$ cat config.mk
export PLATFORM = sky130hd
export DESIGN_NAME = hex_display_mux
export DESIGN_NICKNAME = d
export VERILOG_FILES = /design/src/rtl/hex_display_mux.sv
export SDC_FILE = /design/constraint.sdc
export NUM_CORES = 1
export LEC_CHECK = 0
export ABC_CLOCK_PERIOD_IN_PS = 3360
export BUFFER_PORTS_ARGS = -buffer_cell sky130_fd_sc_hd__buf_4
export CORE_MARGIN = 8
export CORE_UTILIZATION = 60
export CTS_BUF_LIST = sky130_fd_sc_hd__clkbuf_4 sky130_fd_sc_hd__clkbuf_8
export DETAILED_ROUTE_END_ITERATION = 10
export PLACE_DENSITY = 0.92
export SLEW_MARGIN = 20
export SYNTH_ARGS = -nofsm -noshare
export SYNTH_HDL_FRONTEND = slang
export SYNTH_SLANG_ARGS = --single-unit
$ cat constraint.sdc
create_clock -name clk -period 3.36 [get_ports clk]
set_input_delay 0.336 -clock clk [delete_from_list [all_inputs] [get_ports clk]]
set_output_delay 0.336 -clock clk [all_outputs]
set_load 0.05 [all_outputs]
$ cat src/rtl/hex_display_mux.sv
// rtl/hex_display_mux.sv - multiplexed common-anode hex display driver with PWM brightness
// Optional leading-zero blanking is compiled in with HEX_DISPLAY_MUX_LZB_EN.
module hex_display_mux #(
    parameter int DIGITS     = 4,
    parameter int PRESCALE_W = 12,
    parameter int BRIGHT_W   = 4
) (
    input  logic                  clk,
    input  logic                  rst,
    input  logic [4*DIGITS-1:0]   data,
    input  logic [DIGITS-1:0]     dp,
    input  logic                  load,
    input  logic [BRIGHT_W-1:0]   brightness,
    input  logic                  blank_lz,
    output logic [DIGITS-1:0]     anodes,
    output logic [6:0]            segments,
    output logic                  dp_out,
    output logic [2:0]            digit_idx
);

    logic [PRESCALE_W-1:0] prescale_q, prescale_d;
    logic [2:0]            idx_q, idx_d;
    logic [4*DIGITS-1:0]   data_q, data_d;
    logic [DIGITS-1:0]     dp_q, dp_d;
    logic [DIGITS-1:0]     anodes_q, anodes_d;
    logic [6:0]            segments_q, segments_d;
    logic                  dp_out_q, dp_out_d;

    logic                  tick;
    logic                  pwm_on;
    logic                  blank;
    logic [3:0]            cur_nib;
    logic                  cur_dp;
    logic [DIGITS-1:0]     cur_onehot;

    function automatic logic [6:0] hex_to_seg(input logic [3:0] nib);
        logic [6:0] seg;
        case (nib)
            4'h0: seg = 7'h7E;
            4'h1: seg = 7'h30;
            4'h2: seg = 7'h6D;
            4'h3: seg = 7'h79;
            4'h4: seg = 7'h33;
            4'h5: seg = 7'h5B;
            4'h6: seg = 7'h5F;
            4'h7: seg = 7'h70;
            4'h8: seg = 7'h7F;
            4'h9: seg = 7'h7B;
            4'hA: seg = 7'h77;
            4'hB: seg = 7'h1F;
            4'hC: seg = 7'h4E;
            4'hD: seg = 7'h3D;
            4'hE: seg = 7'h4F;
            default: seg = 7'h47;
        endcase
        return seg;
    endfunction

    assign tick   = &prescale_q;
    assign pwm_on = (&brightness) ||
                    (prescale_q[PRESCALE_W-1 -: BRIGHT_W] < brightness);

    always_comb begin
        cur_nib    = 4'd0;
        cur_dp     = 1'b0;
        cur_onehot = '0;
        for (int i = 0; i < DIGITS; i++) begin
            if (idx_q == 3'(i)) begin
                cur_nib       = data_q[4*i +: 4];
                cur_dp        = dp_q[i];
                cur_onehot[i] = 1'b1;
            end
        end
    end

`ifdef HEX_DISPLAY_MUX_LZB_EN
    // Blank the current digit when it and every more-significant nibble are zero.
    always_comb begin
        blank = blank_lz && (idx_q != 3'd0);
        for (int i = 0; i < DIGITS; i++) begin
            if (i >= int'(idx_q) && data_q[4*i +: 4] != 4'd0) begin
                blank = 1'b0;
            end
        end
    end
`else
    logic unused_blank_lz;
    assign unused_blank_lz = blank_lz;
    assign blank           = 1'b0;
`endif

    always_comb begin
        prescale_d = prescale_q + PRESCALE_W'(1);
        idx_d      = idx_q;
        if (tick) begin
            idx_d = (idx_q == 3'(DIGITS - 1)) ? 3'd0 : idx_q + 3'd1;
        end
        data_d     = load ? data : data_q;
        dp_d       = load ? dp : dp_q;
        anodes_d   = '0;
        segments_d = 7'd0;
        dp_out_d   = 1'b0;
        if (pwm_on && !blank) begin
            anodes_d   = cur_onehot;
            segments_d = hex_to_seg(cur_nib);
            dp_out_d   = cur_dp;
        end
    end

    always_ff @(posedge clk or posedge rst) begin
        if (rst) begin
            prescale_q <= '0;
            idx_q      <= 3'd0;
            data_q     <= '0;
            dp_q       <= '0;
            anodes_q   <= '0;
            segments_q <= 7'd0;
            dp_out_q   <= 1'b0;
        end else begin
            prescale_q <= prescale_d;
            idx_q      <= idx_d;
            data_q     <= data_d;
            dp_q       <= dp_d;
            anodes_q   <= anodes_d;
            segments_q <= segments_d;
            dp_out_q   <= dp_out_d;
        end
    end

    assign anodes    = anodes_q;
    assign segments  = segments_q;
    assign dp_out    = dp_out_q;
    assign digit_idx = idx_q;

endmodule

==> flow_metrics.tcl <==
set metrics [dict create \
    outcome "complete, no violations" \
    crit_type "reg -> reg" \
    p_per_area_nw_per_um2 460 \
    fin_cells 297 \
    syn_to_final_growth_pct 19.6 \
    fmax_mhz 344 \
    worst_pin_slew_ps 567 \
    r2r_end "segments[6]" \
    finalCriticalPeriod_ps 2910 \
    synthXorXnorAreaFrac 0.0379 \
    synth_seq_area_share 0.509 \
    synth_compound_area_frac 0.116 \
    synthSimpleGateAreaFrac 0.122 \
    syn_inst 206 \
    max_slew_margin 0.622 \
    finalHoldViolCount 0 \
    rrSetupSlack_ps 450 \
    p_sw_frac 0.269 \
    yosys.area.top_type_share 0.509 \
    postCtsHoldBufs 0 \
    drive_above_1_share 0.285 \
    hpwl_mm 3.49 \
    numCtsBuffers 5 \
    yosys_warnings 0 \
    synthAdderAreaFrac 0.0759 \
    synth_top_family_by_area "simple AND/OR/NAND/NOR gates" \
    syn_area_per_cell_sq_um 11.2 \
    seqPwrFrac 0.489 \
    die_height_um 78.0 \
    placed_area_sq_um 2660 \
    synth.most_common_cell "dfrtp_1" \
    gp_congestion 0.866 \
    dr.pass1.iters 4 \
    dieArea_sq_um 6090 \
    core_sq_um 3690 \
    cts-root-buf "clkbuf_8" \
    fin_nets 291 \
    routedWlPerCell_um 16.3 \
    rsz0062_at_grt "no" \
    fin_ws_ps 451 \
    path_clk_slew_ps 80 \
    timing.final.crit_share 0.866 \
    reg2reg_depth 8 \
    cts_setup_buffers 0 \
    vias_per_cell 5.85 \
    grt.total_usage 0.171 \
    power_leakage_nw 1.34 \
    die_w_um 78.0 \
    p_sw_mw 0.342 \
    vias 1737 \
    start_kind "flip-flop" \
    ys_top_cells_by_area "dfrtp_1 51%, mux2_2 7.8%, ha_1 7.6%" \
    peakVddDrop_uv 299 \
    finalClockSkew_ps 4.00 \
    synth-seq-cells 47 \
    internal-power_mw 0.929 \
    synth_edf_count 0 \
    synth_common_cells "47 x dfrtp_1, 18 x nand2_1, 17 x inv_1" \
    maxCapViolations 0 \
    min_path_type "in -> async" \
    rows 22 \
    synthFlopType "dfrtp_1" \
    initial_core_util 0.626 \
    synth_fp_nets 248 \
    worstPathRequired_ps 3530 \
    cts_max_path_buffers 2 \
    htreeDepth 2 \
    crit_path_end_kind "flip-flop" \
    crit_start "digit_idx[0]" \
    grt_pass1_vias 1778 \
    cp_max_fo 12 \
    insertion_delay_ps 300 \
    setup_viol 0 \
    grt_pass1_wl_mm 8.34 \
    cts_tree "yes" \
    antenna_found_initial 0 \
    fin_util 0.749 \
    stdcell_area_sq_um 2760 \
    grt_max_degree 48 \
    cts_sinks 47 \
    ant_nets 0 \
    p_comb_frac 0.195 \
    drc 0 \
    report.final.slew_viol_count 0 \
    pin_count 43 \
    yosysUniqueCellTypes 39 \
    diodes 0 \
    post-place-ws_ps 565 \
    cts_resized 0 \
    r2r-start "digit_idx[0]" \
    endpoint "segments[6]" \
    ys_async_sr_fraction 1.00 \
    syn-cell-area_sq_um 2310 \
    dp.cells 290 \
    grt-ovfl-total 0 \
    drtIter0Drc 150 \
    place.port_buffers 41 \
    synth_top_area_cell "dfrtp_1" \
    arrival_ps 3080 \
    routed_wl_mm 4.86 \
    setup-tns-final_ps 0 \
    clkPwrFrac 0.316 \
    synth_mux_area_frac 0.0954 \
]
[kinds of logic (layout without fill, tap and decap cells)]
kind of cell	Yosys count	in the layout
fa+ha+maj	14	14
xor+xnor	10	10
flops	47	47
simple gates	51	51
compound gates	40	40
buf+inv	24	67
mux	20	20
[area by class of cell]
cell class,instances,area (sq um)
clock buffer,6,76.3
multi-input combinational,135,1030
fill,250,927
timing repair buffer,43,323
sequential,47,1180
tap,48,60.1
inverter,17,63.8
clock inverter,1,30.0
[layout by cell type, fill, tap and decap left out, types with 6 or more instances in the layout]
| cell | Yosys | layout |
|---|---|---|
| ha_1 | 14 | 14 |
| a21oi_1 | 12 | 12 |
| o21ai_0 | 12 | 12 |
| nand2_1 | 18 | 18 |
| buf_4 | 0 | 43 |
| nand3_1 | 6 | 6 |
| xnor2_1 | 7 | 7 |
| and3_1 | 7 | 7 |
| mux2_2 | 16 | 16 |
| dfrtp_1 | 47 | 47 |
| inv_1 | 17 | 16 |
[per-layer routing]
layer  wire length (um)  part of all wire  GRT usage  vias to the layer above
met2               2490              0.51      0.279                       62
met4                142             0.029     0.0778                        0
met3                279             0.057     0.0592                       16
met1               1950              0.40      0.199                      854
li1                   -                 -          -                      805
met5                  0                 0          0                        -
[power groups by stage]
| stage | registers (mW) | logic [mW] | clock network (mW) |
|---|---|---|---|
| finish | 0.622 | 0.248 | 0.401 |
| global route | 0.626 | 0.268 | 0.426 |
| CTS | 0.622 | 0.248 | 0.408 |
| detailed placement | 0.633 | 0.245 | 0 |
| global placement | 0.631 | 0.236 | 0 |
| floorplan | 0.689 | 0.107 | 0 |
[registers in the layout, indices dropped and copies added, names as in the netlist]
signal and cells:
data_q 16, prescale_q 12, segments 7, anodes 4, dp_q 4, digit_idx 3
dp_out 1
[per-stage QoR]
step	total power [mW]	hold WS (ps)
final	1.27	164
after detailed placement	0.878	437
after global placement	0.867	434
after global routing	1.32	236
after floorplan	0.796	415
after CTS	1.28	199
[how the worst min path moves through the flow]
stage	from	end	cells past startpoint	slack [ps]
after floorplan	prescale_q[0]	prescale_q[0]	1	410
after global placement	prescale_q[0]	prescale_q[0]	1	430
after detailed placement	prescale_q[0]	prescale_q[0]	1	440
after CTS	rst	prescale_q[1]	3	200
after global routing	rst	data_q[15]	3	240
final	rst	prescale_q[2]	3	160
[worst max-delay path, cell delays in order, from the launching register on]
cell and delay [ps]:
dfrtp_1 450, inv_1 130, ha_1 450, a21oi_1 80
a221o_1 330, a21oi_1 420, inv_1 200, ha_1 300
o311ai_1 410
Note: power is estimated with default switching activity, not from simulation.
